### src/rtl/bru_pkg.sv
// Shared encodings for the branch resolve unit: decode bits, branch codes, flag indices, RAS ops.
package bru_pkg;

  localparam int DEC_JALR   = 0;
  localparam int DEC_JAL    = 2;
  localparam int DEC_BRANCH = 3;

  localparam logic [2:0] F3_BEQ  = 3'b000;
  localparam logic [2:0] F3_BNE  = 3'b001;
  localparam logic [2:0] F3_BLT  = 3'b100;
  localparam logic [2:0] F3_BGE  = 3'b101;
  localparam logic [2:0] F3_BLTU = 3'b110;
  localparam logic [2:0] F3_BGEU = 3'b111;

  localparam int FLAG_ZERO = 0;
  localparam int FLAG_LTU  = 1;
  localparam int FLAG_LT   = 2;

  typedef enum logic [1:0] {NONE, PUSH, POP, POP_PUSH} ras_op_e;

  function automatic logic is_link_reg(input logic [4:0] addr);
    return (addr == 5'd1) || (addr == 5'd5);
  endfunction

endpackage

### src/rtl/bru_ras.sv
// Circular return-address stack; push-when-full evicts the oldest entry, pop-when-empty is ignored.
// Top/valid are registered and show the post-update state one cycle after the op.
module bru_ras
  import bru_pkg::*;
#(
  parameter int XLEN      = 32,
  parameter int RAS_DEPTH = 8
) (
  input  logic            clk,
  input  logic            rst_n,
  input  ras_op_e         op,
  input  logic [XLEN-1:0] push_pc,
  output logic [XLEN-1:0] top_pc,
  output logic            top_valid,
  output logic            overflow
);

  localparam int PW = $clog2(RAS_DEPTH);
  localparam logic [PW:0] FULL = (PW+1)'(RAS_DEPTH);

  logic [XLEN-1:0] mem [RAS_DEPTH];
  logic [PW-1:0]   ptr, ptr_n, wr_idx;
  logic [PW:0]     cnt, cnt_n;
  logic            wr;

  // ptr addresses the next free slot; the top lives at ptr-1.
  always_comb begin
    ptr_n    = ptr;
    cnt_n    = cnt;
    wr       = 1'b0;
    wr_idx   = ptr;
    overflow = 1'b0;
    case (op)
      PUSH: begin
        wr       = 1'b1;
        ptr_n    = ptr + 1'b1;
        overflow = (cnt == FULL);
        if (cnt != FULL) cnt_n = cnt + 1'b1;
      end
      POP: begin
        if (cnt != '0) begin
          ptr_n = ptr - 1'b1;
          cnt_n = cnt - 1'b1;
        end
      end
      POP_PUSH: begin
        wr = 1'b1;
        if (cnt != '0) begin
          wr_idx = ptr - 1'b1;
        end else begin
          ptr_n = ptr + 1'b1;
          cnt_n = (PW+1)'(1);
        end
      end
      default: ;
    endcase
  end

  always_ff @(posedge clk) begin
    if (wr) mem[wr_idx] <= push_pc;
  end

  always_ff @(posedge clk or negedge rst_n) begin
    if (!rst_n) begin
      ptr       <= '0;
      cnt       <= '0;
      top_pc    <= '0;
      top_valid <= 1'b0;
    end else begin
      ptr       <= ptr_n;
      cnt       <= cnt_n;
      top_valid <= (cnt_n != '0);
      if (cnt_n == '0) top_pc <= '0;
      else if (wr)     top_pc <= push_pc;
      else             top_pc <= mem[ptr_n - 1'b1];
    end
  end

endmodule

### src/rtl/branch_resolve_unit.sv
// MEM-stage branch/jump resolution with registered redirect, BTB update and RAS; results one cycle after accept.
// Stall/kill suppress all effects. Optional perf counters under BRU_PERF_CNT_EN.
module branch_resolve_unit
  import bru_pkg::*;
#(
  parameter int XLEN      = 32,
  parameter int RAS_DEPTH = 8,
  parameter int CNT_W     = 32
) (
  input  logic             clk,
  input  logic             rst_n,
  input  logic             valid,
  input  logic             stall,
  input  logic             kill,
  input  logic             pred_valid,
  input  logic             predicted_taken,
  input  logic [XLEN-1:0]  predicted_pc,
  input  logic [XLEN-1:0]  pc,
  input  logic [XLEN-1:0]  immediate,
  input  logic [XLEN-1:0]  op1,
  input  logic [2:0]       func3,
  input  logic [2:0]       alu_flags,
  input  logic [8:0]       decoded_instruction,
  input  logic [4:0]       rd_addr,
  input  logic [4:0]       rs1_addr,
  output logic             redirect_valid,
  output logic [XLEN-1:0]  redirect_pc,
  output logic             btb_update,
  output logic [XLEN-1:0]  btb_update_pc,
  output logic [XLEN-1:0]  btb_update_target,
  output logic             btb_update_taken,
  output logic [XLEN-1:0]  ras_top_pc,
  output logic             ras_top_valid,
  output logic [CNT_W-1:0] perf_branch_cnt,
  output logic [CNT_W-1:0] perf_mispred_cnt,
  output logic [CNT_W-1:0] perf_ras_ovf_cnt
);

  logic            is_jalr, is_jal, is_br, is_jump, accept, resolve;
  logic            cond, taken, mispred, call, ret, ras_ovf;
  logic [XLEN-1:0] sum, target, seq_pc;
  ras_op_e         ras_op;

  assign is_jalr = decoded_instruction[DEC_JALR];
  assign is_jal  = decoded_instruction[DEC_JAL];
  assign is_br   = decoded_instruction[DEC_BRANCH];
  assign is_jump = is_jal | is_jalr;
  assign accept  = valid & ~stall & ~kill;
  assign resolve = accept & (is_br | is_jump);

  assign sum    = (is_jalr ? op1 : pc) + immediate;
  assign target = is_jalr ? {sum[XLEN-1:1], 1'b0} : sum;
  assign seq_pc = pc + XLEN'(4);

  always_comb begin
    case (func3)
      F3_BEQ:  cond = alu_flags[FLAG_ZERO];
      F3_BNE:  cond = ~alu_flags[FLAG_ZERO];
      F3_BLT:  cond = alu_flags[FLAG_LT];
      F3_BGE:  cond = ~alu_flags[FLAG_LT];
      F3_BLTU: cond = alu_flags[FLAG_LTU];
      F3_BGEU: cond = ~alu_flags[FLAG_LTU];
      default: cond = 1'b0;
    endcase
  end

  assign taken = is_jump | (is_br & cond);

  always_comb begin
    mispred = 1'b0;
    if (!pred_valid)  mispred = taken;
    else if (is_jump) mispred = ~predicted_taken | (target != predicted_pc);
    else if (is_br)   mispred = (cond ^ predicted_taken) | (cond & (target != predicted_pc));
  end

  // Call+return with distinct link regs replaces the top rather than growing the stack.
  assign call = is_jump & is_link_reg(rd_addr);
  assign ret  = is_jalr & is_link_reg(rs1_addr);

  always_comb begin
    ras_op = NONE;
    if (accept) begin
      if (call && ret) ras_op = (rd_addr == rs1_addr) ? PUSH : POP_PUSH;
      else if (call)   ras_op = PUSH;
      else if (ret)    ras_op = POP;
    end
  end

  bru_ras #(.XLEN(XLEN), .RAS_DEPTH(RAS_DEPTH)) u_ras (
    .clk       (clk),
    .rst_n     (rst_n),
    .op        (ras_op),
    .push_pc   (seq_pc),
    .top_pc    (ras_top_pc),
    .top_valid (ras_top_valid),
    .overflow  (ras_ovf)
  );

  always_ff @(posedge clk or negedge rst_n) begin
    if (!rst_n) begin
      redirect_valid    <= 1'b0;
      redirect_pc       <= '0;
      btb_update        <= 1'b0;
      btb_update_pc     <= '0;
      btb_update_target <= '0;
      btb_update_taken  <= 1'b0;
    end else begin
      redirect_valid <= resolve & mispred;
      btb_update     <= resolve;
      if (resolve) begin
        redirect_pc       <= taken ? target : seq_pc;
        btb_update_pc     <= pc;
        btb_update_target <= target;
        btb_update_taken  <= taken;
      end
    end
  end

`ifdef BRU_PERF_CNT_EN
  logic [CNT_W-1:0] br_cnt, mis_cnt, ovf_cnt;

  always_ff @(posedge clk or negedge rst_n) begin
    if (!rst_n) begin
      br_cnt  <= '0;
      mis_cnt <= '0;
      ovf_cnt <= '0;
    end else begin
      if (resolve)           br_cnt  <= br_cnt + 1'b1;
      if (resolve & mispred) mis_cnt <= mis_cnt + 1'b1;
      if (ras_ovf)           ovf_cnt <= ovf_cnt + 1'b1;
    end
  end

  assign perf_branch_cnt  = br_cnt;
  assign perf_mispred_cnt = mis_cnt;
  assign perf_ras_ovf_cnt = ovf_cnt;
`else
  assign perf_branch_cnt  = '0;
  assign perf_mispred_cnt = '0;
  assign perf_ras_ovf_cnt = '0;
`endif

  logic unused_bits;
  assign unused_bits = ^{decoded_instruction[8:4], decoded_instruction[1], ras_ovf};

endmodule
### config.mk
export PLATFORM = sky130hd
export DESIGN_NAME = branch_resolve_unit
export DESIGN_NICKNAME = d
export VERILOG_FILES = /design/src/rtl/bru_pkg.sv /design/src/rtl/bru_ras.sv /design/src/rtl/branch_resolve_unit.sv
export SDC_FILE = /design/constraint.sdc
export NUM_CORES = 1
export LEC_CHECK = 0
export ABC_AREA = 1
export ABC_CLOCK_PERIOD_IN_PS = 4700
export CAP_MARGIN = 20
export CORE_AREA = 2 2 249 251
export CTS_CLUSTER_SIZE = 28
export DETAILED_ROUTE_END_ITERATION = 16
export DIE_AREA = 0 0 251 253
export GPL_TIMING_DRIVEN = 0
export SLEW_MARGIN = 25
export SYNTH_ARGS = -nofsm -noshare
export SYNTH_HDL_FRONTEND = slang
export SYNTH_SLANG_ARGS = --single-unit
### constraint.sdc
create_clock -name clk -period 4.7 [get_ports clk]
set_clock_uncertainty 0.1 [all_clocks]
set_input_delay 0.94 -clock clk [delete_from_list [all_inputs] [get_ports clk]]
set_output_delay 0.94 -clock clk [all_outputs]
set_load 0.1 [all_outputs]
==> impl_metrics.csv, run 1 <==
group,metric,value,unit
detailed_routing,route.detailed.drc,0,
power,power.density,527,mW/mm^2
detailed_routing,wl_per_cell,21.3,um
run,cap_violations,0,
worst_setup_path,crit_slowest_cell,"clkdlybuf4s50_1",
die,initial_utilization,0.347,
sta,worst_pin_slew,1.09,ns
global_route,grt_max_degree,73,
clock_network,clk_path_buf_depth,3,
synthesis,synth_edf_count,256,
finish,fillers,5974,
synthesis,syn-mean-instance-area,8.50,um^2
worst_setup_path,cp_data_arrival_time,4.82,ns
worst_setup_path,cpMostUsedCell,"nand2_1",
global_route,grt.total_usage,0.247,
synthesis,syn_inst,2491,
sta,min_period,4.48,ns
finish,syn2layout_area_growth,28.3,%
worst_setup_path,r2r_start,"u_ras.cnt[0]$_DFF_PN0_",
clock_network,worstSkewPairLatency,0.58,ns
sta,finalSetupViolCount,0,
place,place.gp.congestion,0.935,
synthesis,synth_seq_cells,395,
detailed_routing,vias,19063,
sta,max_clock_freq,223,MHz
global_route,grt_first_pass_wirelength,117000,um
finish,final_util,0.445,
synthesis,synth_flop_cell,"edfxtp_1",
synthesis,ys_top_cells_by_count,"nand2_1 (738), nand3_1 (372), edfxtp_1 (256)",
synthesis,async_flop_share,0.352,
sta,finalCritPeriodShare,0.954,
clock_network,cts_root_buf,"clkbuf_16",
worst_setup_path,critPathMaxFanout,10,
finish,stdcell_count,3752,
worst_setup_path,reg2reg_depth,20,
clock_network,cts_setup_buffers,0,
synthesis,netlist.area_leader.share,0.363,
synthesis,synth_cell_type_count,42,
worst_setup_path,r2r_slack,0.64,ns
sta,final-hold-violation-count,0,
detailed_routing,drtIter0Drc,1839,
sta,final.setup.tns,0,ns
die,die_w,251,um
hold_path,hold_class,"input port to async pin",
global_route,grt_pass1_vias,18379,
worst_setup_path,crit_required,5.03,ns
run_status,status,"complete, no violations",
die,num_rows,91,
detailed_routing,vias_per_cell,5.08,
worst_setup_path,critPathKind,"input port to flop",
die,die-area,0.0635,mm^2
place,io_buffers,284,
worst_setup_path,cp-endpoint,"u_ras.top_pc[9]$_DFF_PN0_",
clock_network,cts_resized,10,
clock_network,cts_tree,"built",
place,dpl.cell_count,3669,
synthesis,synth.area.top_cells,"edfxtp_1 (36%), dfrtp_1 (16%), nand2_1 (13%), nand3_1 (8.8%), inv_1 (4.2%)",
synthesis,synth_area,0.0212,mm^2
detailed_routing,firstDrtPassIters,6,
finish,antenna_cells,0,
global_route,grt_antenna_before_repair,1,
synthesis,yosys.area.top_type,"edfxtp_1",
power,power.leakage,12.1,nW
sta,rsz0062_at_grt,"false",
clock_network,cts_sinks,395,
finish,layout-drive-gt1-share,0.0912,
global_route,grt_overflow_total,0,
worst_setup_path,path_cells,"clkdlybuf4s50_1 > nor2_2 > nor4_4 > nand2_1 > nand2_1 > nand2_1 > nand2_1 > nand2_2 > nand2_2 > buf_6 > buf_4 > inv_1 > ha_1 > clkbuf_2 > clkbuf_2 > nand3_1 > nand2_1 > nand2_1 > a21oi_1 > nor2_1",
clock_network,clkTransAtPathRegs,0.06,ns
clock_network,numCtsBuffers,45,
synthesis,seq_area_frac_synth,0.527,
sta,relSlewSlack,0.270,
die,io_pins,388,
synthesis,synth.most_common_cell,"nand2_1",
die,fp.dieH,253,um
clock_network,cts_hold_buf,0,
worst_setup_path,endpoint_kind,"flop",
worst_setup_path,crit_path_start,"decoded_instruction[0]",
clock_network,htreeDepth,2,
finish,nNetsFinal,3125,
worst_setup_path,rr_endpoint,"u_ras.top_pc[9]$_DFF_PN0_",
worst_setup_path,setup.worst_path.start_class,"input port",
die,coreArea,0.0610,mm^2
detailed_routing,ant_nets,0,
sta,report.final.slew_viol_count,0,
synthesis,synth_warnings,0,
power,irDropWorstVdd,0.299,mV
worst_setup_path,slowest_delay,0.53,ns
place,dpl.hpwl,62100,um
detailed_routing,drt-total-wl,79900,um
worst max-delay path, delay by kind of cell:
family,cells,cell delay [ns]
compound gates,1,0.06
fa+ha+maj,1,0.30
buf+inv,6,1.57
simple gates,12,1.91
worst min path at each step:
| stage | slack [ns] | to | cells past startpoint |
|---|---|---|---|
| final | 0.24 | u_ras.cnt[1]$_DFF_PN0_ | 1 |
| after global routing | 0.27 | u_ras.cnt[0]$_DFF_PN0_ | 1 |
| after CTS | 0.24 | u_ras.ptr[2]$_DFF_PN0_ | 1 |
| after detailed placement | 0.37 | redirect_pc[1]$_DFFE_PN0P_ | 2 |
| after global placement | 0.37 | redirect_pc[1]$_DFFE_PN0P_ | 2 |
| after floorplan | 0.44 | u_ras.ptr[1]$_DFF_PN0_ | 2 |
per-layer routing:
metal	up-vias	wire, um	global-route usage
met1	9166	33400	0.326
met3	138	5210	0.0354
met5	-	0	0
li1	8983	-	-
met2	776	38400	0.414
met4	0	2940	0.0927
flip-flops by register name (all words and copies together) (netlist names), 3 cells and up:
register,flops
u_ras.cnt,4
btb_update_pc,32
btb_update_target,32
redirect_pc,32
u_ras.ptr,3
u_ras.top_pc,32
u_ras.mem,256
power by group:
group          internal (W)  switching [W]  leakage, nW
Clock               0.00200        0.00148        0.699
Sequential          0.00406       0.000205         3.96
Combinational       0.00158        0.00500         7.44
final cells by class:
cell class | instances | area [um^2] | area share
clock inverter | 22 | 183 | 0.00672
clock buffer | 61 | 1270 | 0.0466
multi-input combinational | 1753 | 8330 | 0.307
sequential | 395 | 11200 | 0.411
buffer | 197 | 1240 | 0.0455
inverter | 241 | 905 | 0.0333
timing repair buffer | 293 | 3090 | 0.114
tap | 790 | 988 | 0.0364
cell usage in the layout (no fill, tap or decap), drive strengths merged, types with 13 or more instances in the layout:
cell,netlist,final
clkdlybuf4s50,0,282
edfxtp,256,256
nand2,743,743
nand3,374,374
a21oi,64,64
clkbuf,39,103
o221ai,19,19
nand3b,13,13
nand4,25,25
clkinv,1,14
conb,1,96
o21ai,127,127
dfrtp,139,139
xor2,28,28
nor2,164,164
ha,38,38
buf,158,165
nor3,15,15
inv,240,242
per-stage QoR:
step           total power, W  area [um^2]  setup slack (ns)  hold WS (ns)
2_1_floorplan         0.00897        21500             0.706         0.445
3_3_place_gp           0.0108        25400             -3.77         0.370
3_5_place_dp           0.0109        25700             -1.46         0.373
4_1_cts                0.0144        27100           0.00291         0.239
5_1_grt                0.0149        27200           0.00278         0.266
6_report               0.0143        27200             0.217         0.238
cells by family after synthesis:
kind of cell | count (synthesis) | share of synthesized area
compound gates | 238 | 0.0626
other cells | 1 | 0.000177
flops | 395 | 0.527
simple gates | 1348 | 0.272
fa+ha+maj | 39 | 0.0234
buf+inv | 438 | 0.0995
xor+xnor | 32 | 0.0147
Note: power is estimated with default switching activity, not from simulation.
==> run 2: changes to the inputs <==
--- a/config.mk
+++ b/config.mk
@@ -8,12 +8,12 @@
 export ABC_AREA = 1
 export ABC_CLOCK_PERIOD_IN_PS = 4700
 export CAP_MARGIN = 20
-export CORE_AREA = 2 2 249 251
+export CORE_AREA = 10 10 257 259
 export CTS_CLUSTER_SIZE = 28
 export DETAILED_ROUTE_END_ITERATION = 16
-export DIE_AREA = 0 0 251 253
-export GPL_TIMING_DRIVEN = 0
+export DIE_AREA = 0 0 267 269
 export SLEW_MARGIN = 25
 export SYNTH_ARGS = -nofsm -noshare
 export SYNTH_HDL_FRONTEND = slang
 export SYNTH_SLANG_ARGS = --single-unit
+export TNS_END_PERCENT = 20
==> run 2 against run 1 <==
Register-to-register slack gained 0.56 ns. Cell count shrank 3.4%. Sequential power is essentially flat. Utilization down 0.99 points. Highest routed layer is now met5.
==> impl_metrics.csv, run 2 (same netlist as run 1, synthesis figures left out) <==
group,metric,value,unit
detailed_routing,route.detailed.drc,0,
clock_network,cts_setup_buffers,0,
finish,antenna_cells,0,
detailed_routing,vias_per_cell,5.02,
sta,finalSetupViolCount,0,
clock_network,numCtsBuffers,44,
finish,final_common_cell,"nand2_1",
worst_setup_path,slowest_delay,0.64,ns
sta,final.setup.tns,0,ns
sta,finalCritPeriodShare,0.867,
run,cap_violations,0,
detailed_routing,vias,18214,
run_status,status,"complete, no violations",
global_route,grt.total_usage,0.204,
detailed_routing,firstDrtPassIters,5,
detailed_routing,drt-total-wl,75500,um
finish,fillers,6032,
worst_setup_path,critPathMaxFanout,6,
sta,min_period,4.08,ns
detailed_routing,ant_nets,0,
worst_setup_path,r2r_start,"u_ras.cnt[0]$_DFF_PN0_",
die,die-area,0.0718,mm^2
place,dp_slack,0.0910,ns
global_route,grt_first_pass_wirelength,112000,um
power,power.leakage,11.7,nW
clock_network,worstSkewPairLatency,0.58,ns
finish,regArea,0.0112,mm^2
finish,multi_input_area,0.00831,mm^2
finish,syn2layout_area_growth,25.4,%
die,io_pins,388,
global_route,grt_antenna_before_repair,1,
finish,largest_reg_flops,256,
die,num_rows,91,
finish,nNetsFinal,2999,
die,coreArea,0.0610,mm^2
place,place.gp.congestion,0.968,
global_route,grt_max_degree,133,
clock_network,cts_tree,"built",
clock_network,htreeDepth,2,
worst_setup_path,setup.worst_path.start_class,"input port",
die,die_w,267,um
place,io_buffers,285,
clock_network,cts_resized,0,
sta,final-hold-violation-count,0,
die,initial_utilization,0.347,
finish,top_register,"u_ras.mem",
place,place_area,0.0250,mm^2
die,fp.dieH,269,um
sta,rsz0062_at_grt,"false",
clock_network,cts_hold_buf,0,
power,irDropWorstVdd,0.288,mV
global_route,grt_overflow_total,0,
global_route,grt_pass1_vias,17827,
worst_setup_path,endpoint_kind,"flop",
detailed_routing,drtIter0Drc,1575,
worst_setup_path,cpMostUsedCell,"nand2_1",
detailed_routing,wl_per_cell,20.8,um
clock_network,cts_sinks,395,
sta,relSlewSlack,0.288,
finish,mostFrequentLayoutCells,"nand2_1 (738), nand3_1 (372), clkdlybuf4s50_1 (283)",
finish,final_util,0.435,
worst_setup_path,crit_required,5.07,ns
sta,max_clock_freq,245,MHz
power,power.density,545,mW/mm^2
sta,report.final.slew_viol_count,0,
worst_setup_path,critPathKind,"input port to flop",
worst_setup_path,cp_data_arrival_time,4.45,ns
worst_setup_path,crit_slowest_cell,"clkdlybuf4s50_1",
place,dpl.hpwl,54800,um
sta,worst_pin_slew,1.06,ns
worst_setup_path,crit_path_start,"pc[5]",
clock_network,clk_path_buf_depth,3,
finish,finalInstanceArea,0.0266,mm^2
worst_setup_path,path_cells,"clkdlybuf4s50_1 > inv_1 > o21ai_0 > ha_1 > nand2_1 > inv_1 > a21oi_1 > nand2_1 > nand2_1 > nand2_1 > nand2_1 > nand2_1 > nand2_1 > nand3_1 > nor2_1 > nand3_1 > nor2_1 > nand3_1 > nand2_1 > a21oi_1",
finish,layout-drive-gt1-share,0.0642,
hold_path,hold_class,"input port to async pin",
clock_network,cts_root_buf,"clkbuf_16",
sta,worst_slack,0.623,ns
clock_network,clkTransAtPathRegs,0.06,ns
run 2: cell count changes in the layout (fill, tap and decap cells not counted), moves of 3 or more:
cell | previous run | this run
buf_2 | 33 | 1
buf_16 | 8 | 0
bufinv_16 | 2 | 9
buf_12 | 1 | 14
buf_1 | 9 | 0
nor2_2 | 2 | 9
nor2_4 | 8 | 1
clkbuf_8 | 7 | 3
nand2_2 | 6 | 3
clkbuf_1 | 38 | 8
buf_4 | 111 | 66
clkbuf_2 | 12 | 0
run 2: critical path, delay by kind of cell:
family          cells  cell delay, ns
simple gates       13            1.78
compound gates      3            0.53
fa+ha+maj           1            0.39
buf+inv             3            0.80
run 2: routing by layer:
| layer | track usage | up-vias | wire length, um |
|---|---|---|---|
| li1 | - | 8729 | - |
| met1 | 0.268 | 8756 | 32400 |
| met2 | 0.340 | 628 | 36500 |
| met5 | 0 | - | 13 |
| met4 | 0.0534 | 2 | 1690 |
| met3 | 0.0417 | 99 | 4860 |
run 2: final cells by class:
type | instances | area share
clock buffer | 56 | 0.0451
sequential | 395 | 0.420
multi-input combinational | 1753 | 0.313
inverter | 241 | 0.0341
timing repair buffer | 365 | 0.136
clock inverter | 26 | 0.0141
tap | 790 | 0.0372
run 2: final timing paths:
path / slack (ns) / cells past startpoint / end
min in group clk: 0.38 / 2 / btb_update_pc[6]$_DFFE_PN0P_
min: 0.24 / 1 / u_ras.top_pc[0]$_DFF_PN0_
min reg2reg: 0.38 / 2 / btb_update_pc[6]$_DFFE_PN0P_
max in group asynchronous: 3.21 / 2 / btb_update_target[9]$_DFFE_PN0P_
max reg2reg: 1.20 / 17 / u_ras.top_pc[28]$_DFF_PN0_
max: 0.62 / 20 / redirect_valid$_DFF_PN0_
run 2: per-stage QoR:
stage	instances	hold slack, ns	power [W]
finish	3626	0.237	0.0145
global route	3626	0.306	0.0151
CTS	3626	0.309	0.0146
detailed placement	3544	0.369	0.0108
global placement	3544	0.367	0.0108
floorplan	2586	0.445	0.00897
run 2: report_power, final:
part / switching, W / internal, W
Clock: 0.00146 / 0.00230
Sequential: 0.000192 / 0.00406
Combinational: 0.00490 / 0.00155
Total: 0.00655 / 0.00792
==> run 3: changes to the inputs <==
--- a/config.mk
+++ b/config.mk
@@ -8,11 +8,11 @@
 export ABC_AREA = 1
 export ABC_CLOCK_PERIOD_IN_PS = 4700
 export CAP_MARGIN = 20
-export CORE_AREA = 10 10 257 259
+export CORE_AREA = 2 2 249 251
 export CTS_CLUSTER_SIZE = 28
 export DETAILED_ROUTE_END_ITERATION = 16
-export DIE_AREA = 0 0 267 269
-export SLEW_MARGIN = 25
+export DIE_AREA = 0 0 251 253
+export SLEW_MARGIN = 20
 export SYNTH_ARGS = -nofsm -noshare
 export SYNTH_HDL_FRONTEND = slang
 export SYNTH_SLANG_ARGS = --single-unit
==> run 3 against run 2 <==
Register-to-register slack worse by 0.04 ns. Die area fell by 12%. Clock-buffer cell count down 1. Critical endpoint is now u_ras.top_pc[15]$_DFF_PN0_.
==> impl_metrics.csv, run 3 (same netlist as run 1, synthesis figures left out) <==
group,metric,value,unit
detailed_routing,vias_per_cell,5.03,
sta,worst_pin_slew,1.09,ns
worst_setup_path,critPathMaxFanout,32,
worst_setup_path,r2r_slack,1.16,ns
sta,finalSetupViolCount,0,
sta,final-hold-violation-count,0,
worst_setup_path,crit_path_start,"decoded_instruction[2]",
global_route,grt_overflow_total,0,
clock_network,htreeDepth,2,
clock_network,numCtsBuffers,44,
clock_network,clkTransAtPathRegs,0.07,ns
run_status,status,"complete, no violations",
clock_network,cts_setup_buffers,0,
worst_setup_path,endpoint_kind,"flop",
place,dp_slack,0.267,ns
worst_setup_path,reg2reg_depth,18,
clock_network,cts_sinks,395,
clock_network,cts_tree,"built",
global_route,grt_first_pass_wirelength,108000,um
worst_setup_path,critPathKind,"input port to flop",
hold_path,hold_class,"input port to async pin",
clock_network,cts_hold_buf,0,
sta,rsz0062_at_grt,"false",
sta,finalCritPeriodShare,0.847,
die,die-area,0.0635,mm^2
clock_network,worstSkewPairLatency,0.59,ns
detailed_routing,firstDrtPassIters,6,
worst_setup_path,cp_data_arrival_time,4.35,ns
die,io_pins,388,
sta,final.setup.tns,0,ns
detailed_routing,drtIter0Drc,1414,
clock_network,clk_path_buf_depth,3,
worst_setup_path,crit_required,5.07,ns
clock_network,cts_resized,0,
finish,regArea,0.0112,mm^2
finish,nNetsFinal,3009,
sta,relSlewSlack,0.272,
finish,antenna_cells,0,
global_route,grt_pass1_vias,17721,
place,place.gp.congestion,0.976,
power,power.leakage,11.8,nW
finish,finalInstanceArea,0.0267,mm^2
place,place_area,0.0250,mm^2
run,cap_violations,0,
finish,layout-drive-gt1-share,0.0685,
global_route,grt.total_usage,0.222,
detailed_routing,wl_per_cell,19.8,um
sta,report.final.slew_viol_count,0,
place,dpl.hpwl,51300,um
finish,multi_input_area,0.00831,mm^2
detailed_routing,drt-total-wl,71900,um
finish,largest_reg_flops,256,
sta,min_period,3.98,ns
die,initial_utilization,0.347,
place,io_buffers,285,
die,coreArea,0.0610,mm^2
finish,syn2layout_area_growth,25.9,%
sta,max_clock_freq,251,MHz
power,irDropWorstVdd,0.323,mV
finish,final_common_cell,"nand2_1",
worst_setup_path,cp-endpoint,"u_ras.top_pc[15]$_DFF_PN0_",
detailed_routing,route.detailed.drc,0,
sta,holdWs,0.205,ns
clock_network,cts_root_buf,"clkbuf_16",
global_route,grt_max_degree,136,
finish,top_register,"u_ras.mem",
finish,final_util,0.437,
die,fp.dieH,253,um
worst_setup_path,r2r_start,"u_ras.cnt[0]$_DFF_PN0_",
die,num_rows,91,
detailed_routing,ant_nets,0,
worst_setup_path,rr_endpoint,"u_ras.top_pc[15]$_DFF_PN0_",
sta,worst_slack,0.719,ns
power,power.density,546,mW/mm^2
global_route,grt_antenna_before_repair,0,
finish,mostFrequentLayoutCells,"nand2_1 (738), nand3_1 (372), clkdlybuf4s50_1 (283)",
finish,fillers,6020,
worst_setup_path,setup.worst_path.start_class,"input port",
die,die_w,251,um
detailed_routing,vias,18280,
==> run 3: worst max-delay path, stage by stage <==
cell	delay, ns
clkdlybuf4s50_1	0.47
nor2_2	0.06
nor4_4	0.37
nand2_1	0.23
nand2_1	0.20
inv_1	0.11
nand2_2	0.13
o21ai_0	0.13
a22oi_1	0.26
ha_2	0.22
nand3_1	0.09
nand2_2	0.09
buf_4	0.43
nand2_1	0.16
a21oi_1	0.23
nor2_1	0.07
buf_4	0.16
==> run 3: metal layers <==
metal,up-vias,share of wire,GRT usage
met5,-,0,0
met4,0,0.024,0.0582
met3,105,0.063,0.0354
met2,673,0.48,0.377
met1,8754,0.43,0.295
li1,8748,-,-
==> run 3: worst min path at each step <==
stage / cells after the start / startpoint / end / slack [ns]
finish: 1 / rst_n / u_ras.cnt[3]$_DFF_PN0_ / 0.20
global route: 1 / rst_n / u_ras.cnt[3]$_DFF_PN0_ / 0.23
CTS: 1 / rst_n / u_ras.cnt[3]$_DFF_PN0_ / 0.21
detailed placement: 2 / btb_update_pc[23]$_DFFE_PN0P_ / btb_update_pc[23]$_DFFE_PN0P_ / 0.38
global placement: 2 / btb_update_target[7]$_DFFE_PN0P_ / btb_update_target[7]$_DFFE_PN0P_ / 0.37
floorplan: 2 / u_ras.ptr[1]$_DFF_PN0_ / u_ras.ptr[1]$_DFF_PN0_ / 0.44
==> run 3: final cells by class <==
type / instances / area share
flip-flops and latches: 395 / 0.419
inverters: 241 / 0.0340
repair buffers: 375 / 0.138
well taps: 790 / 0.0371
clock buffers: 55 / 0.0451
multi-input cells: 1753 / 0.312
clock inverters: 27 / 0.0155
==> run 3: report_power, final <==
part | switching [W] | internal, W
Sequential | 0.000195 | 0.00406
Combinational | 0.00489 | 0.00156
Clock | 0.00148 | 0.00238
==> run 3: stage by stage <==
step	cells	power (W)
after floorplan	2586	0.00897
after global placement	3554	0.0107
after detailed placement	3554	0.0108
after CTS	3636	0.0147
after global routing	3636	0.0152
final	3636	0.0146
